## config.mk

```make
export PLATFORM = sky130hd
export DESIGN_NAME = ifetch_queue
export DESIGN_NICKNAME = d
export VERILOG_FILES = /design/src/rtl/ifetch_queue.sv
export SDC_FILE = /design/constraint.sdc
export NUM_CORES = 1
export LEC_CHECK = 0
export ABC_CLOCK_PERIOD_IN_PS = 2000
export BUFFER_PORTS_ARGS = -buffer_cell sky130_fd_sc_hd__buf_2
export CORE_UTILIZATION = 25
export CTS_CLUSTER_DIAMETER = 50
export DETAILED_ROUTE_END_ITERATION = 16
export PLACE_DENSITY = 0.4
export SETUP_SLACK_MARGIN = 0.5
export SLEW_MARGIN = 20
export SYNTH_ARGS = -nofsm -noshare
export SYNTH_HDL_FRONTEND = slang
export SYNTH_SLANG_ARGS = --single-unit
```

## constraint.sdc

```tcl
create_clock -name clk -period 2 [get_ports clk]
set_clock_uncertainty 0.05 [all_clocks]
set_input_delay 0.2 -clock clk [delete_from_list [all_inputs] [get_ports clk]]
set_output_delay 0.2 -clock clk [all_outputs]
set_load 0.01 [all_outputs]
```

## src/rtl/ifetch_queue.sv

```systemverilog
// Instruction-fetch front end.
// Issues sequential reads to a fixed-latency instruction memory. Each read's PC
// is tracked through a MEM_LAT-deep shift register. Returned instructions are
// buffered with their PCs in a DEPTH-entry FIFO, which drains to decode over a
// valid/ready handshake. A redirect (or reset) flushes the FIFO and every read
// in flight, then restarts fetch at the new PC.
module ifetch_queue #(
  parameter int                DATA_W   = 16,
  parameter int                ADDR_W   = 16,
  parameter int                DEPTH    = 4,
  parameter int                MEM_LAT  = 2,
  parameter logic [ADDR_W-1:0] RESET_PC = '0
) (
  input  logic                       clk,
  input  logic                       rst,
  output logic                       mem_ren,
  output logic [ADDR_W-1:0]          mem_raddr,
  input  logic [DATA_W-1:0]          mem_rdata,
  input  logic                       redirect,
  input  logic [ADDR_W-1:0]          redirect_pc,
  input  logic                       halt,
  output logic                       out_valid,
  output logic [DATA_W-1:0]          out_inst,
  output logic [ADDR_W-1:0]          out_pc,
  input  logic                       out_ready,
  output logic [$clog2(DEPTH):0]     occupancy
);

  localparam int PTR_W = $clog2(DEPTH);
  localparam int CNT_W = PTR_W + 1;
  // Wide enough to hold occupancy + inflight without overflow.
  localparam int SUM_W = $clog2(DEPTH + MEM_LAT + 1) + 1;

  // Total credits in use: entries already queued plus reads still in flight.
  function automatic logic [SUM_W-1:0] credits_used(
    input logic [CNT_W-1:0]   occ,
    input logic [MEM_LAT-1:0] vld
  );
    logic [SUM_W-1:0] sum;
    sum = SUM_W'(occ);
    for (int i = 0; i < MEM_LAT; i++) begin
      sum = sum + SUM_W'(vld[i]);
    end
    return sum;
  endfunction

  logic [ADDR_W-1:0] fetch_pc;
  logic [MEM_LAT-1:0] trk_vld;
  logic [ADDR_W-1:0] trk_pc [MEM_LAT];
  logic [DATA_W-1:0] fifo_inst [DEPTH];
  logic [ADDR_W-1:0] fifo_pc [DEPTH];
  logic [PTR_W-1:0]  wr_ptr;
  logic [PTR_W-1:0]  rd_ptr;
  logic [CNT_W-1:0]  count;
  logic              flush;
  logic              issue;
  logic              push;
  logic              pop;

  // Issue, capture and pop decisions for this cycle.
  always_comb begin
    flush = rst || redirect;
    issue = !rst && !redirect && !halt &&
            (credits_used(count, trk_vld) < SUM_W'(DEPTH));
    push  = trk_vld[MEM_LAT-1];
    pop   = (count != '0) && out_ready;
  end

  // Fetch PC: reset / redirect reload, otherwise advance on every issue.
  always_ff @(posedge clk) begin
    if (rst) begin
      fetch_pc <= RESET_PC;
    end else if (redirect) begin
      fetch_pc <= redirect_pc;
    end else if (issue) begin
      fetch_pc <= fetch_pc + ADDR_W'(1);
    end
  end

  // ---- tracker stage boundary: read request -> response ----
  // Tracker valid bits; a flush drops every read still in flight.
  always_ff @(posedge clk) begin
    if (flush) begin
      trk_vld <= '0;
    end else begin
      trk_vld[0] <= issue;
      for (int i = 1; i < MEM_LAT; i++) begin
        trk_vld[i] <= trk_vld[i-1];
      end
    end
  end

  // Tracker PCs; meaningful only where the matching valid bit is set.
  always_ff @(posedge clk) begin
    trk_pc[0] <= fetch_pc;
    for (int i = 1; i < MEM_LAT; i++) begin
      trk_pc[i] <= trk_pc[i-1];
    end
  end

  // ---- FIFO stage boundary: captured response -> decode ----
  // FIFO pointers and count; flush empties the queue and wins over push/pop.
  always_ff @(posedge clk) begin
    if (flush) begin
      wr_ptr <= '0;
      rd_ptr <= '0;
      count  <= '0;
    end else begin
      if (push) begin
        wr_ptr <= wr_ptr + PTR_W'(1);
      end
      if (pop) begin
        rd_ptr <= rd_ptr + PTR_W'(1);
      end
      case ({push, pop})
        2'b10:   count <= count + CNT_W'(1);
        2'b01:   count <= count - CNT_W'(1);
        default: count <= count;
      endcase
    end
  end

  // FIFO storage; a write during a flush lands in a slot that is then empty.
  always_ff @(posedge clk) begin
    if (push) begin
      fifo_inst[wr_ptr] <= mem_rdata;
      fifo_pc[wr_ptr]   <= trk_pc[MEM_LAT-1];
    end
  end

  // Credit accounting keeps pushes off a full FIFO; flag any breach.
  always_ff @(posedge clk) begin
    if (!flush && push && !pop) begin
      assert (count < CNT_W'(DEPTH));
    end
  end

  // Output drive: the head entry, forced to zero while the FIFO is empty.
  always_comb begin
    mem_ren   = issue;
    mem_raddr = fetch_pc;
    out_valid = (count != '0);
    occupancy = count;
    out_inst  = '0;
    out_pc    = '0;
    if (count != '0) begin
      out_inst = fifo_inst[rd_ptr];
      out_pc   = fifo_pc[rd_ptr];
    end
  end

endmodule

```

==> implementation parameters, run 1 <==
Parameter                              Value

Pwr
  Cell internal power dissipation ... 6.13 mW
  Areal power density over the cells ... between 700 and 800 nW/um^2
  Max rail drop VDD ... 0.000484 V
  Share of total power in combinational logic ... under 10%
  Relative contribution of sequential cells to total power ... 53.9%
  Net switching share of the total power ... about 22%
  Net load switching power ... about 1.7 mW
  Proportion of power drawn by the clock network ... 41.7%
  Total Power ... about 7.9 mW
  P_leak ... approximately 3.4 nW

Timing
  Final-report hold violation count ... 0
  Portion of the clock cycle consumed by the worst path in the final layout ... 104%
  RSZ-0062 raised after global routing ... yes
  Worst slew pin tran ... between 0.4 and 0.5 ns
  Min setup slack post-route ... -0.0722 ns
  Total Neg Setup Slack ... -1.73 ns
  Tmin final ... 2.07 ns
  Max Transition Viols Final ... 0
  Headroom to the max-slew limit ... 73.1%
  Maximum clock frequency ... 483 MHz
  Final-report setup violation count ... 32

Drt
  Detail Route met3 WL ... 598 um
  Remaining design rule violation count ... 0
  Wire length on met1 ... about 7.3 mm
  Number of nets with antenna violations after detailed routing ... 0
  Wire length per cell ... 16.8 um
  Highest Signal Layer ... met4
  DRC marker count from the first detailed-route iteration ... 164
  TritonRoute pass-1 iters ... 4
  Total wire length ... between 15 and 20 mm
  Met2 routed wirelength ... ~8 mm
  Vias after detailed routing ... approximately 4000
  Per-cell via count in the routed design ... roughly 4.2

Die
  Width of the chip ... around 170 um
  Area enclosed by the die boundary ... around 28000 um^2
  Initial core utilization ... ~26%
  Y dimension of the die ... ~170 um
  Number of ports placed on the die boundary ... 90
  Core area ... around 27000 um^2
  Standard-cell row count ... 60

Clock tree
  Clock root buffer ... sky130_fd_sc_hd__clkbuf_16
  Clock Sink Count ... ~190
  Clock Tree Buf Depth ... 2
  Clock latency at the later pin of the worst-skew pair ... ~0.42 ns
  Num CTS Buffers ... 17
  Number of levels in the clock H-tree ... 4
  Clock transition at the register clock pins on the worst setup and hold paths after CTS ... 0.07 ns
  TritonCTS clock tree ... done

Setup path
  Peak fanout along the critical path ... 12
  Buffering stage count on the worst path with inverters included ... 2
  Critical-path cell list ... buf_16, mux4_2, and2_4, buf_6
  Element type at the critical path end ... primary output
  Startpoint of the worst register-to-register path ... occupancy[0]
  CP Launch Type ... register
  Max stage delay on crit path ... about 0.50 ns
  Worst Path Arrival ... between 1.5 and 2 ns
  Worst Setup Path Type ... reg2out
  Cell family with most CP delay ... multiplexers
  Critical Path RT ... 1.75 ns
  Cell at the slowest stage of the critical path ... sky130_fd_sc_hd__mux4_2

Logic synthesis
  Synthesized flop and latch total ... between 150 and 200
  Main flop type after synthesis ... sky130_fd_sc_hd__edfxtp_1
  Largest area contributor in the netlist ... sky130_fd_sc_hd__edfxtp_1
  Post-synthesis area per instance ... between 15 and 20 um^2
  Number of synthesized flops with an enable pin ... approximately 130
  Post-synth cell types ... 46
  Total standard cell area after synthesis ... approximately 7000 um^2
  Synth warn ... 0
  Cells taking the most area after synthesis ... sky130_fd_sc_hd__edfxtp_1 55%, sky130_fd_sc_hd__dfxtp_1 17%, sky130_fd_sc_hd__mux4_2 10%, sky130_fd_sc_hd__and2_1 3.3%, sky130_fd_sc_hd__ha_1 1.3%
  Syn_nets ... 458
  Synth top area share ... approximately 55%
  Mapped Cells ... about 410
  Asr flop ratio synth ... 0%
  Part of the Yosys area used for sequential elements ... just over 70%

Global routing
  All-Layer GR Usage ... a little under an eighth
  Initial antenna violation count ... 0
  Maximum number of pins on one net before global-route repair ... 33
  GRT overflow ... 0
  First-pass GRT wire length ... 25.0 mm
  Number of global-route vias before repair ... 4325

Place
  Final weighted congestion in routability-driven placement ... between 0.7 and 0.8
  Hpwl dp ... between 9 and 10 mm
  Count of input and output buffers ... 89

Layout
  Final core utilization ... between 30 and 40%
  Layout cell share with drive strength beyond 1 ... 50.8%
  P&R area growth vs syn ... 42.3%
  Inserted Diodes ... 0
  Number of nets in the finished design ... 630

Outcome
  Failing checks ... negative setup slack
  Run status ... finished with violations

Hold path
  Worst hold path class ... in2reg
  Beginning of the worst hold path ... redirect_pc[2]

Flow run
  Max_cap viols ... 0
## routing by layer
metal | vias up | global-route usage [%]
li1 | 1934 | -
met1 | 2017 | 15.1
met2 | 90 | 20.5
met3 | 8 | 2.55
met4 | 0 | 3.99
met5 | - | 0
## worst register-to-register path, stage by stage, from the launching register on
cell	delay [ns]
sky130_fd_sc_hd__dfxtp_4	0.36
sky130_fd_sc_hd__or3_4	0.42
sky130_fd_sc_hd__and2_4	0.17
sky130_fd_sc_hd__ha_4	0.16
sky130_fd_sc_hd__inv_2	0.05
sky130_fd_sc_hd__fa_2	0.19
sky130_fd_sc_hd__xor2_1	0.08
sky130_fd_sc_hd__or3_1	0.32
sky130_fd_sc_hd__a21oi_2	0.11
## final timing paths
check	slack, ns	cells after the start	end
min	0.04	3	mem_raddr[2]
max	-0.07	4	out_pc[9]
max reg2reg	0.02	8	occupancy[2]
min reg2reg	0.28	0	trk_pc[0][20]
## synth_stat cells, drive strengths merged, types with 3 or more instances
master / instances
a21oi: 11
a22oi: 3
a31oi: 6
and2: 37
buf: 5
clkbuf: 13
dfxtp: 59
edfxtp: 128
ha: 7
inv: 14
mux4: 32
nand2: 15
nand2b: 4
nand3: 7
nand4: 3
nor2: 13
nor3: 3
o21ai: 5
o22ai: 3
or2: 3
or3: 6
or4: 5
xor2: 3
## stage by stage
step	setup slack [ns]	cells	hold slack, ns	cell area [um^2]
6_report	-0.0722	970	0.0364	9870
5_1_grt	-0.153	970	0.0378	9870
3_3_place_gp	0.0483	883	0.262	8170
3_5_place_dp	0.0150	883	0.262	8170
4_1_cts	-0.150	962	0.00246	9610
2_1_floorplan	0.0431	413	0.249	7150
## final cells by class
class / count / area [um^2]
clock buffer: 17 / 425
clock inverter: 15 / 154
fill: 2626 / 17200
inverter: 14 / 55.1
multi-input combinational: 195 / 2090
sequential: 187 / 5070
tap: 372 / 465
timing repair buffer: 170 / 1610
## cells by family after synthesis
group                      synth area share [%]
DFF                                        72.4
and+or+nand+nor                            7.90
AOI/OAI and AO/OA                          5.00
muxes                                      10.7
buffers and inverters                      1.82
adders and majority gates                  1.55
xor gates and xnor gates                  0.631
## repair_timing
action                                  CTS  global route
buffers inserted                         20             6
endpoints found under the setup margin  103            86
pin swaps                                46            19
hold buffers                             23             0
gates cloned                              4             2
endpoints found under the hold margin    71             0
resized for setup                        81            31
## power groups by stage
stage	clock, mW	combinational (mW)	sequential (mW)
after detailed placement	0	0.231	4.34
after CTS	3.39	0.333	4.24
after floorplan	0	0.0999	4.33
after global placement	0	0.226	4.34
after global routing	3.54	0.377	4.25
final	3.27	0.347	4.24
## registers in the layout, indices dropped and copies added (netlist names), named ones only
signal	flops
fifo_pc	64
fifo_inst	64
wr_ptr	2
occupancy	3
trk_pc	32
rd_ptr	2
mem_raddr	16
trk_vld	2
## layout by cell type, fill, tap and decap left out, types with 4 or more instances in the layout
cell / n
sky130_fd_sc_hd__or3_1: 5
sky130_fd_sc_hd__nor2_1: 12
sky130_fd_sc_hd__dlygate4sd3_1: 23
sky130_fd_sc_hd__a31oi_1: 6
sky130_fd_sc_hd__dfxtp_4: 10
sky130_fd_sc_hd__mux4_2: 32
sky130_fd_sc_hd__buf_2: 55
sky130_fd_sc_hd__a21oi_2: 5
sky130_fd_sc_hd__ha_1: 4
sky130_fd_sc_hd__buf_4: 26
sky130_fd_sc_hd__nand2b_1: 4
sky130_fd_sc_hd__inv_1: 12
sky130_fd_sc_hd__dfxtp_1: 43
sky130_fd_sc_hd__buf_12: 10
sky130_fd_sc_hd__edfxtp_1: 128
sky130_fd_sc_hd__clkinvlp_4: 4
sky130_fd_sc_hd__nand2_1: 14
sky130_fd_sc_hd__dfxtp_2: 6
sky130_fd_sc_hd__a21oi_1: 6
sky130_fd_sc_hd__clkbuf_16: 19
sky130_fd_sc_hd__buf_6: 50
sky130_fd_sc_hd__and2_4: 35
sky130_fd_sc_hd__inv_8: 4
No activity file was read; power rests on OpenSTA's default activity.
==> inputs of run 2 (changes only) <==
--- a/config.mk
+++ b/config.mk
@@ -9,2 +9,3 @@
 export BUFFER_PORTS_ARGS = -buffer_cell sky130_fd_sc_hd__buf_2
+export CORE_MARGIN = 8
 export CORE_UTILIZATION = 25
--- a/constraint.sdc
+++ b/constraint.sdc
@@ -4,2 +4,2 @@
 set_output_delay 0.2 -clock clk [all_outputs]
-set_load 0.01 [all_outputs]
+set_load 0.05 [all_outputs]
==> run 2 against run 1 <==
  * The flow still finishes with violations (negative setup slack)
  * Wire length is 6.0% higher
  * Fmax shrank 3.7%
  * Non-clock buffer count fell by 14
  * Global-route usage shrank 1.3 points
  * First-iteration DRC count fell by 9.8%
  * Count of clock-buffer cells in the layout unchanged
  * Cell count fell by 0.62%
  * Utilization down 0.45 points
  * Sequential cell count is the same
  * Combinational power grew 15%
  * Critical path type unchanged
  * Critical endpoint is now out_pc[4]
  * Largest cell class unchanged
  * Largest power group unchanged
==> implementation parameters, run 2 (synthesis gave the netlist of run 1 again) <==
Parameter                              Value

Outcome
  Run status ... finished with violations
  Failing checks ... negative setup slack

Place
  Hpwl dp ... ~9.8 mm
  Final weighted congestion in routability-driven placement ... 0.771
  Count of input and output buffers ... 89
  Cell area after placement ... between 8000 and 9000 um^2

Drt
  DRC marker count from the first detailed-route iteration ... around 150
  Number of nets with antenna violations after detailed routing ... 0
  Vias after detailed routing ... 4078
  Per-cell via count in the routed design ... about 4.2
  Remaining design rule violation count ... 0
  Total wire length ... 17.3 mm
  Wire length per cell ... 17.9 um
  TritonRoute pass-1 iters ... 4

Layout
  Number of nets in the finished design ... between 600 and 700
  Top library cells by usage in the layout, fill and taps aside ... 128 x sky130_fd_sc_hd__edfxtp_1, 54 x sky130_fd_sc_hd__buf_2, 39 x sky130_fd_sc_hd__dfxtp_1, 36 x sky130_fd_sc_hd__and2_4, 32 x sky130_fd_sc_hd__mux4_2
  Regs by FF count ... fifo_inst: 64 flops, fifo_pc: 64 flops, trk_pc: 32 flops
  P&R area growth vs syn ... 42.8%
  Inserted Diodes ... 0
  Area of all placed cells without fillers ... between 9000 and 10000 um^2
  Final core utilization ... between 30% and 40%
  Filler instances ... 2597
  Most frequent standard cell in the layout excluding fill and tap cells ... sky130_fd_sc_hd__edfxtp_1
  Layout cell share with drive strength beyond 1 ... 51.5%

Setup path
  Worst Setup Path Type ... reg2out
  Max stage delay on crit path ... between 0.4 and 0.5 ns
  Critical Path RT ... around 1.8 ns
  Worst Path Arrival ... around 1.9 ns
  CP Launch Type ... register
  Buffering stage count on the worst path with inverters included ... 3
  Setup slack of the worst register-to-register path ... -0.02 ns
  Cell at the slowest stage of the critical path ... sky130_fd_sc_hd__mux4_2
  Termination of the worst setup path ... out_pc[4]
  Critical-path cell list ... buf_6, buf_16, mux4_2, and2_4, buf_12
  Worst R2R Path Depth ... 8
  Peak fanout along the critical path ... 5
  Worst reg2reg path endpoint ... occupancy[2]
  Cell family with most CP delay ... multiplexers
  Startpoint of the worst register-to-register path ... occupancy[1]
  Element type at the critical path end ... primary output
  Number of stages on the worst setup path ... 5

Die
  Number of ports placed on the die boundary ... 90
  Initial core utilization ... between 20% and 30%
  Width of the chip ... 183 um
  Area enclosed by the die boundary ... 33300 um^2
  Standard-cell row count ... 61
  Core area ... between 20000 and 30000 um^2
  Y dimension of the die ... about 180 um

Clock tree
  Clock root buffer ... sky130_fd_sc_hd__clkbuf_16
  Clock transition at the register clock pins on the worst setup and hold paths after CTS ... about 0.07 ns
  Clock latency at the later pin of the worst-skew pair ... around 0.42 ns
  Clock Sink Count ... between 150 and 200
  Clock Tree Buf Depth ... 2
  Number of levels in the clock H-tree ... 4
  TritonCTS clock tree ... done
  Num CTS Buffers ... 17

Timing
  Maximum clock frequency ... between 400 and 500 MHz
  Final-report setup violation count ... 34
  Min setup slack post-route ... -0.152 ns
  Tmin final ... roughly 2.2 ns
  Max Transition Viols Final ... 0
  Portion of the clock cycle consumed by the worst path in the final layout ... 108%
  Final-report hold violation count ... 0
  RSZ-0062 raised after global routing ... yes
  Headroom to the max-slew limit ... roughly 79%
  Worst slew pin tran ... around 0.32 ns

Global routing
  First-pass GRT wire length ... about 27 mm
  All-Layer GR Usage ... a little over a tenth
  Initial antenna violation count ... 0
  Maximum number of pins on one net before global-route repair ... 33
  GRT overflow ... 0
  Number of global-route vias before repair ... 4487

Flow run
  Max_cap viols ... 0

Pwr
  Max rail drop VDD ... between 0.0004 and 0.0005 V
  P_leak ... ~3.4 nW
  Areal power density over the cells ... 774 nW/um^2

Hold path
  Worst hold path class ... in2reg
[run 2: final cells by class]
cell class                      instances  area (um^2)  area share (%)
Clock inverter                         15          101            1.02
Sequential cell                       187         5080            51.3
Timing Repair Buffer                  156         1630            16.4
Tap cell                              378          473            4.77
Clock buffer                           17          425            4.29
Multi-Input combinational cell        197         2140            21.6
Inverter                               14         60.1           0.606
[run 2: how the worst min path moves through the flow]
stage                         start              end  slack (ns)  cells past startpoint
floorplan              mem_rdata[0]  fifo_inst[0][0]        0.25                      0
global route         redirect_pc[0]     mem_raddr[0]       0.007                      3
global placement      trk_pc[0][10]    trk_pc[0][26]        0.26                      0
finish               redirect_pc[0]     mem_raddr[0]        0.02                      3
detailed placement     trk_pc[0][7]    trk_pc[0][23]        0.26                      0
CTS                 redirect_pc[10]    mem_raddr[10]        0.01                      3
[run 2: stage by stage]
stage / total power [mW] / setup slack, ns / hold slack [ns] / TNS, ns / std cells
after floorplan: 4.51 / -0.0342 / 0.249 / -0.0342 / 413
after global placement: 4.63 / 0.121 / 0.261 / 0 / 875
after detailed placement: 4.64 / 0.0580 / 0.263 / 0 / 875
after CTS: 7.74 / -0.224 / 0.0131 / -5.22 / 956
after global routing: 7.98 / -0.233 / 0.00747 / -6.31 / 964
final: 7.67 / -0.152 / 0.0205 / -3.26 / 964
[run 2: report_power, final]
group	internal, mW	switching, mW	total, mW
clock network	1.58	1.43	3.01
logic	0.175	0.224	0.399
registers	4.19	0.0682	4.25
[run 2: timing repair]
item | in CTS | in global routing
gates cloned | 7 | 1
resized for setup | 89 | 51
buffers inserted | 20 | 7
endpoints found under the setup margin | 119 | 91
hold buffers | 22 | 0
pin swaps | 25 | 27
endpoints found under the hold margin | 70 | 0
[run 2: layer usage]
layer | GRT usage, % | share of wire [%] | wire length (um)
met5 | 0 | 0 | 0
met4 | 2.66 | 0.75 | 129
met3 | 3.38 | 4.7 | 805
met2 | 17.4 | 47 | 8200
met1 | 13.5 | 47 | 8140
[run 2: worst min-delay path, delay by kind of cell]
family                 cells  cell delay (ns)
AO/OA/AOI/OAI              2             0.15
buffers and inverters      1             0.10
==> inputs of run 3 (changes only) <==
CTS_BUF_LIST = sky130_fd_sc_hd__clkbuf_8   (was unset)
SKIP_LAST_GASP = 1   (was unset)
==> run 3 against run 2 <==
  * The flow still finishes with violations (negative setup slack)
  * Sequential power is essentially flat
  * Design area decreased by 2.3%
  * Global-route usage hardly changed
  * Wire length shrank 1.1%
  * Count of clock-buffer cells in the layout unchanged
  * First-iteration DRC count decreased by 4.7%
==> implementation parameters, run 3 (synthesis gave the netlist of run 1 again) <==
Parameter                              Value

Outcome
  Run status ... finished with violations
  Failing checks ... negative setup slack

Setup path
  CP Launch Type ... register
  Worst reg2reg path endpoint ... mem_raddr[6]
  Worst R2R Path Depth ... 7
  Setup slack of the worst register-to-register path ... -0.08 ns
  Startpoint of the worst register-to-register path ... occupancy[2]
  Critical Path RT ... around 1.8 ns
  Worst Path Arrival ... about 1.9 ns
  Worst Setup Path Type ... reg2out
  Element type at the critical path end ... primary output
  Peak fanout along the critical path ... 9

Layout
  Number of nets in the finished design ... around 630
  Area of all placed cells without fillers ... roughly 9700 um^2
  Inserted Diodes ... 0
  Top library cells by usage in the layout, fill and taps aside ... 128 x sky130_fd_sc_hd__edfxtp_1, 59 x sky130_fd_sc_hd__buf_2, 39 x sky130_fd_sc_hd__dfxtp_1, 34 x sky130_fd_sc_hd__and2_4, 32 x sky130_fd_sc_hd__mux4_2
  P&R area growth vs syn ... 39.5%
  Regs by FF count ... fifo_inst: 64 flops, fifo_pc: 64 flops, trk_pc: 32 flops
  Finished Layout Cells ... 972
  Sequential standard cell area ... 5080 um^2
  Filler instances ... around 2600
  Final core utilization ... a little over a third
  Most frequent standard cell in the layout excluding fill and tap cells ... sky130_fd_sc_hd__edfxtp_1
  Area occupied by multi-input gates ... roughly 2100 um^2
  Layout cell share with drive strength beyond 1 ... around 51%

Pwr
  Total Power ... slightly below 7 mW
  P_leak ... about 3.3 nW
  Cell internal power dissipation ... ~5.2 mW
  Share of total power in combinational logic ... 5.9%
  Proportion of power drawn by the clock network ... 31.7%
  Net switching share of the total power ... a little under a quarter
  Relative contribution of sequential cells to total power ... between 60% and 70%
  Net load switching power ... around 1.6 mW
  Areal power density over the cells ... ~700 nW/um^2
  Max rail drop VDD ... ~0.00047 V

Global routing
  Number of global-route vias before repair ... around 4500
  Maximum number of pins on one net before global-route repair ... 33
  GRT overflow ... 0
  Initial antenna violation count ... 0
  First-pass GRT wire length ... around 27 mm
  All-Layer GR Usage ... a little over a tenth

Timing
  Max Transition Viols Final ... 0
  Maximum clock frequency ... around 460 MHz
  Final-report hold violation count ... 0
  RSZ-0062 raised after global routing ... yes
  Worst slew pin tran ... about 0.3 ns
  Min Hold Slack ... between 0.04 and 0.05 ns
  Headroom to the max-slew limit ... about four fifths
  Tmin final ... around 2.2 ns
  Final-report setup violation count ... 39
  Total Neg Setup Slack ... -5.29 ns
  Min setup slack post-route ... -0.185 ns
  Portion of the clock cycle consumed by the worst path in the final layout ... 109%

Die
  Width of the chip ... 183 um
  Area enclosed by the die boundary ... 33300 um^2
  Standard-cell row count ... 61
  Initial core utilization ... between 20% and 30%
  Core area ... between 20000 and 30000 um^2
  Y dimension of the die ... about 180 um
  Number of ports placed on the die boundary ... 90

Clock tree
  Clock root buffer ... sky130_fd_sc_hd__clkbuf_8
  Number of levels in the clock H-tree ... 4
  TritonCTS clock tree ... done
  Num CTS Buffers ... 17
  Clock latency at the later pin of the worst-skew pair ... between 0.4 and 0.5 ns
  Clock Tree Buf Depth ... 2
  Clock transition at the register clock pins on the worst setup and hold paths after CTS ... roughly 0.090 ns
  Clock Sink Count ... ~190

Place
  Placement-stage worst setup slack ... 0.0580 ns
  Cell total after placement ... 875
  Final weighted congestion in routability-driven placement ... approximately 0.77
  Hpwl dp ... a little under 10 mm
  Cell area after placement ... slightly above 8000 um^2
  Count of input and output buffers ... 89

Drt
  Wire length per cell ... approximately 18 um
  Total wire length ... approximately 17 mm
  Vias after detailed routing ... between 4000 and 5000
  Remaining design rule violation count ... 0
  DRC marker count from the first detailed-route iteration ... 141
  Per-cell via count in the routed design ... ~4.2
  TritonRoute pass-1 iters ... 4
  Number of nets with antenna violations after detailed routing ... 0

Hold path
  Hold Path Depth ... 3
  Beginning of the worst hold path ... redirect_pc[5]
  Worst hold path class ... in2reg
  Hold endpoint ... mem_raddr[5]

Flow run
  Max_cap viols ... 0
[run 3: changes by cell type in the layout (fill, tap and decap cells not counted), sizes merged]
cell / delta
buf: +4
clkbuf: +1
and2: -1
dlygate4sd3: +4
[run 3: metal layers]
metal	GRT usage [%]	vias to the layer above	wire length (um)
li1	-	1929	-
met1	13.6	2053	7860
met2	17.4	103	8130
met3	3.26	11	912
met4	2.56	0	178
met5	0	-	0
[run 3: what timing repair did]
item / CTS / global route
hold buffers: 25 / 1
endpoints found under the hold margin: 73 / 1
cloned: 7 / 0
gates resized for setup: 63 / 38
setup buffers: 26 / 6
pin swaps: 20 / 18
setup endpoints to repair: 120 / 77
[run 3: power by group through the flow]
stage | logic (mW) | registers [mW] | clock network (mW)
floorplan | 0.120 | 4.39 | 0
global placement | 0.289 | 4.34 | 0
detailed placement | 0.294 | 4.34 | 0
CTS | 0.382 | 4.25 | 2.26
global route | 0.429 | 4.26 | 2.43
finish | 0.399 | 4.25 | 2.16
[run 3: worst max-delay path, cell delays in order, from the launching register on]
cell	delay, ns
sky130_fd_sc_hd__dfxtp_4	0.43
sky130_fd_sc_hd__buf_12	0.17
sky130_fd_sc_hd__mux4_2	0.51
sky130_fd_sc_hd__and2_2	0.24
sky130_fd_sc_hd__buf_12	0.15
[run 3: worst max path at each step]
stage | from | endpoint | cells past startpoint
floorplan | occupancy[1] | occupancy[2] | 9
global placement | halt | mem_ren | 5
detailed placement | trk_vld[1] | mem_raddr[7] | 5
CTS | register | out_inst[6] | 5
global route | register | out_pc[15] | 4
finish | register | out_pc[15] | 4
[run 3: final cells by class]
cell class                      count  area share [%]
Clock buffer                       17            2.42
Clock inverter                     15            1.05
Inverter                           14           0.621
Multi-Input combinational cell    196            21.7
Sequential cell                   187            52.5
Tap cell                          378            4.89
Timing Repair Buffer              165            16.8
